## src/rtl/pipe_ctrl.sv

```systemverilog
// Stall/flush sequencer for the 5-stage pipeline: merges stall requests and runs mispredict recovery.
// Optional performance counters are built only when PIPE_CTRL_PERF_EN is defined.
module pipe_ctrl #(
  parameter int ADDR_W = 32,
  parameter int CNT_W  = 32
) (
  input  logic              clock,
  input  logic              reset_n,
  input  logic              if_req,
  input  logic              if_busy,
  input  logic              id_req,
  input  logic              mem_req,
  input  logic              ex_br_miss,
  input  logic [ADDR_W-1:0] ex_br_target,
  output logic [5:0]        stall,
  output logic              discard,
  output logic              redirect,
  output logic [ADDR_W-1:0] redirect_pc,
  output logic              busy,
  output logic [CNT_W-1:0]  stall_cycles,
  output logic [CNT_W-1:0]  flush_count
);

  typedef enum logic [1:0] {
    RUN      = 2'd0,
    DRAIN    = 2'd1,
    REDIRECT = 2'd2
  } state_t;

  state_t            state_reg, state_next;
  logic [ADDR_W-1:0] target_reg;
  logic              in_run;
  logic              id_req_eff;
  logic              accept;
  logic [4:0]        base_stall;
  logic [5:0]        stall_next;
  logic              discard_next;
  logic              redirect_next;

  assign in_run     = (state_reg == RUN);
  assign id_req_eff = id_req & in_run;

  // Request masks nest (MEM covers ID covers IF), so the priority chain reduces to per-bit ORs.
  generate
    for (genvar gi = 0; gi < 5; gi++) begin : g_stall
      if (gi <= 1) begin : g_pc_if
        assign base_stall[gi] = mem_req | id_req_eff | if_req;
      end else if (gi == 2) begin : g_id
        assign base_stall[gi] = mem_req | id_req_eff;
      end else begin : g_ex_mem
        assign base_stall[gi] = mem_req;
      end
    end
  endgenerate

  always_comb begin
    state_next    = state_reg;
    stall_next    = {1'b0, base_stall};
    discard_next  = 1'b0;
    redirect_next = 1'b0;
    accept        = 1'b0;
    case (state_reg)
      RUN: begin
        if (ex_br_miss && !mem_req) begin
          accept       = 1'b1;
          discard_next = 1'b1;
          state_next   = if_busy ? DRAIN : REDIRECT;
        end
      end
      DRAIN: begin
        discard_next  = 1'b1;
        stall_next[0] = 1'b1;
        if (!if_busy) begin
          state_next = REDIRECT;
        end
      end
      REDIRECT: begin
        discard_next  = 1'b1;
        redirect_next = 1'b1;
        if (!mem_req) begin
          stall_next[1:0] = 2'b00;
          state_next      = RUN;
        end
      end
      default: begin
        state_next = RUN;
      end
    endcase
  end

  always_ff @(posedge clock or negedge reset_n) begin
    if (!reset_n) begin
      state_reg  <= RUN;
      target_reg <= '0;
    end else begin
      state_reg <= state_next;
      if (accept) begin
        target_reg <= ex_br_target;
      end
    end
  end

  // Gate the combinational outputs so every output reads 0 while reset is asserted.
  assign stall       = reset_n ? stall_next : 6'b000000;
  assign discard     = reset_n & discard_next;
  assign redirect    = reset_n & redirect_next;
  assign redirect_pc = target_reg;
  assign busy        = ~in_run;

`ifdef PIPE_CTRL_PERF_EN
  logic [CNT_W-1:0] stall_cycles_reg;
  logic [CNT_W-1:0] flush_count_reg;

  always_ff @(posedge clock or negedge reset_n) begin
    if (!reset_n) begin
      stall_cycles_reg <= '0;
      flush_count_reg  <= '0;
    end else begin
      if (stall[0]) begin
        stall_cycles_reg <= stall_cycles_reg + CNT_W'(1);
      end
      if (accept) begin
        flush_count_reg <= flush_count_reg + CNT_W'(1);
      end
    end
  end

  assign stall_cycles = stall_cycles_reg;
  assign flush_count  = flush_count_reg;
`else
  assign stall_cycles = '0;
  assign flush_count  = '0;
`endif

endmodule

```

## config.mk

```make
export PLATFORM = sky130hd
export DESIGN_NAME = pipe_ctrl
export DESIGN_NICKNAME = d
export VERILOG_FILES = /design/src/rtl/pipe_ctrl.sv
export SDC_FILE = /design/constraint.sdc
export NUM_CORES = 1
export LEC_CHECK = 0
export CORE_MARGIN = 4
export CORE_UTILIZATION = 38
export DETAILED_ROUTE_END_ITERATION = 8
export GPL_TIMING_DRIVEN = 0
export HOLD_SLACK_MARGIN = 0.02
export PLACE_DENSITY_LB_ADDON = 0.3
export SKIP_CTS_REPAIR_TIMING = 1
export SYNTH_ARGS = -nofsm -noshare
export SYNTH_HDL_FRONTEND = slang
export SYNTH_SLANG_ARGS = --single-unit
```

## constraint.sdc

```tcl
create_clock -name clock -period 3.2 [get_ports clock]
set_input_delay 0.8 -clock clock [delete_from_list [all_inputs] [get_ports clock]]
set_output_delay 0.8 -clock clock [all_outputs]
set_load 0.05 [all_outputs]
```

==> qor.csv <==
stage,metric,value,unit
synthesis,synthesized area,2050,sq um
detailed_routing,DR WL/cell,11.3,um
die,I/O pin count,144,
detailed_routing,Met1 Wirelength,1520,um
timing,fmax,335,MHz
run,maxcap violations,0,
placement,post-detail-place hpwl,3570,um
critical_path,crit path kind,in2out,
power,Power Density,987,nW/um^2
synthesis,Cells after Synth,166,
grt,Total GRT Usage,0.129,
cts,CTS H-tree lvls,2,
power,Sequential Power Share,0.239,
detailed_routing,Final ANT Viol Nets,0,
detailed_routing,Met2 Wirelength,2230,um
detailed_routing,DRC violations left,0,
timing,Final Critical Period,2990,ps
grt,largest net degree at the start of global routing,41,
detailed_routing,DR vias,1412,
die,Core Region,5170,sq um
timing,setup tns final,0,ps
cells_and_area,fill cell count,422,
hold_path,min-delay worst type,in2async,
cells_and_area,P&R area growth vs syn,58.9,%
timing,Worst Tran Pin Value,545,ps
detailed_routing,Top Metal Used,met4,
timing,Max Slew Vio Count,0,
timing,final hold vios,0,
grt,vias in the first global route,1311,
cts,CTS sink cnt,34,
timing,Slew Limit Headroom,0.635,
synthesis,sequential share of the synthesized area,0.414,
die,# rows,26,
detailed_routing,metal3 WL,557,um
critical_path,worst-path maximum fanout,40,
power,combinational share of power,0.661,
critical_path,CP arrival,2190,ps
timing,slack of the critical path,212,ps
timing,# setup viols final,0,
placement,port bufs,78,
cts,worst skew pair latency,280,ps
cells_and_area,share of cells above drive strength 1,0.354,
die,die height,81.5,um
cells_and_area,Largest register FFs,32,
die,chip width,81.5,um
placement,Routability Congestion,0.702,
synthesis,warnings from Yosys,0,
timing,RSZ-0062 raised after global routing,no,
power,Lkg Pwr,1.81,nW
power,P_sw,1.58,mW
detailed_routing,via/cell ratio,3.66,
cts,Root Driver,clkbuf_8,
cts,CTS tree,yes,
cts,Num CTS Buffers,5,
status,status,completed,
grt,global route overflow,0,
timing,Clock Skews,6.69,ps
power,clock power share,0.101,
detailed_routing,iteration-0 DRC count of the detailed router,8,
die,total die area,6640,sq um
cts,clock-pin slew on the worst setup and hold paths,70,ps
power,overall power,3.22,mW
synthesis,distinct cell type count after synthesis,20,
detailed_routing,1st-pass router iterations,3,
die,Initial Utilization,0.397,
synthesis,post-synthesis register bit count,34,
critical_path,Worst setup SP type,primary input,
cts,clk buf depth,2,
power,P_int,1.64,mW
synthesis,syn avg cell area,12.4,sq um
critical_path,Crit. End Element,output pin,
detailed_routing,DRT Wirelength,4360,um
power,VDD IR max,503,uV
power,Sw Share,0.492,
critical_path,Required @ worst endpoint,2400,ps
timing,Final Cycle Share,0.934,
cells_and_area,Final nets,358,
grt,first-pass GRT wire length,6510,um
grt,initial antenna violation count,0,
placement,Place WS,-339,ps
cells_and_area,diodes inserted,0,
-- stage by stage --
stage / area [sq um] / hold slack, ps / util / cells
after floorplan: 2290 / 504 / - / 230
after global placement: 3160 / 487 / 0.611 / 378
after detailed placement: 3160 / 494 / 0.610 / 378
after CTS: 3250 / 510 / 0.629 / 386
after global routing: 3260 / 507 / 0.631 / 386
final: 3260 / 481 / 0.631 / 386
-- placed cells by master, fill, tap and decap left out --
master,count
a21o_1,2
a21oi_1,4
and2_1,2
buf_4,67
buf_6,3
clkbuf_2,1
clkbuf_8,6
clkdlybuf4s50_1,71
clkinv_2,1
clkinvlp_4,1
conb_1,65
dfrtp_1,34
dlymetal6s2s_1,5
ha_1,4
inv_1,6
mux2_2,4
mux2_4,28
mux2i_1,1
nand2_1,1
nand2b_1,1
nand3b_4,1
nor2_1,1
nor2b_1,2
nor3_1,1
o211ai_1,1
o21ai_0,3
-- Yosys cell counts --
| master | n | area share |
|---|---|---|
| a21o_1 | 2 | 0.0073 |
| nor3_1 | 1 | 0.0024 |
| buf_6 | 3 | 0.016 |
| o21ai_0 | 3 | 0.0073 |
| nor2_1 | 1 | 0.0018 |
| nand3b_4 | 1 | 0.0098 |
| buf_4 | 66 | 0.24 |
| mux2_4 | 28 | 0.20 |
| inv_1 | 6 | 0.011 |
| nor2b_1 | 2 | 0.0061 |
| conb_1 | 1 | 0.0018 |
| nand2b_1 | 1 | 0.0030 |
| a21oi_1 | 4 | 0.0098 |
| dfrtp_1 | 34 | 0.41 |
| and2_1 | 2 | 0.0061 |
| mux2i_1 | 1 | 0.0049 |
| nand2_1 | 1 | 0.0018 |
| ha_1 | 4 | 0.024 |
| o211ai_1 | 1 | 0.0037 |
| mux2_2 | 4 | 0.022 |
-- final timing paths --
check	startpoint	to	slack, ps	cells past startpoint
min in group clock	redirect_pc[11]	redirect_pc[11]	510	1
worst max-delay path	reset_n	redirect	210	3
worst max register to register	state_reg[0]	redirect_pc[17]	1630	5
worst min register to register	redirect_pc[11]	redirect_pc[11]	510	1
worst min-delay path	reset_n	redirect_pc[28]	480	1
max in group asynchronous	reset_n	redirect_pc[0]	2380	1
-- logic make-up after synthesis --
| logic type | Yosys count | share of synthesized area |
|---|---|---|
| AO/OA/AOI/OAI | 10 | 0.0280 |
| other | 1 | 0.00183 |
| adder cells (fa/ha/maj) | 4 | 0.0244 |
| buffers and inverters | 75 | 0.269 |
| multiplexers | 33 | 0.232 |
| AND/OR/NAND/NOR | 9 | 0.0311 |
| flip-flops | 34 | 0.414 |
-- critical path: stages --
cell and delay [ps]:
buf_4 390, and2_1 190, clkdlybuf4s50_1 800
-- layer usage --
metal  vias to the layer above  track usage
li1                        707            -
met1                       619        0.148
met2                        77        0.219
met3                         9       0.0548
met4                         0       0.0372
met5                         -            0
-- layout make-up --
class / count / area [sq um] / share of cell area
buffer: 69 / 529 / 0.162
clock buffer: 6 / 82.6 / 0.0253
clock inverter: 2 / 12.5 / 0.00384
inverter: 6 / 22.5 / 0.00690
multi-input combinational: 121 / 891 / 0.273
sequential: 34 / 851 / 0.261
tap: 70 / 87.6 / 0.0269
timing repair buffer: 78 / 786 / 0.241
-- power by group through the flow --
stage / Sequential [mW] / Clock (mW) / Combinational, mW
finish: 0.768 / 0.324 / 2.13
global route: 0.799 / 0.361 / 2.22
CTS: 0.771 / 0.335 / 2.15
detailed placement: 0.774 / 0 / 2.14
global placement: 0.766 / 0 / 2.13
floorplan: 1.50 / 0 / 0.797
Note: power is estimated with default switching activity, not from simulation.
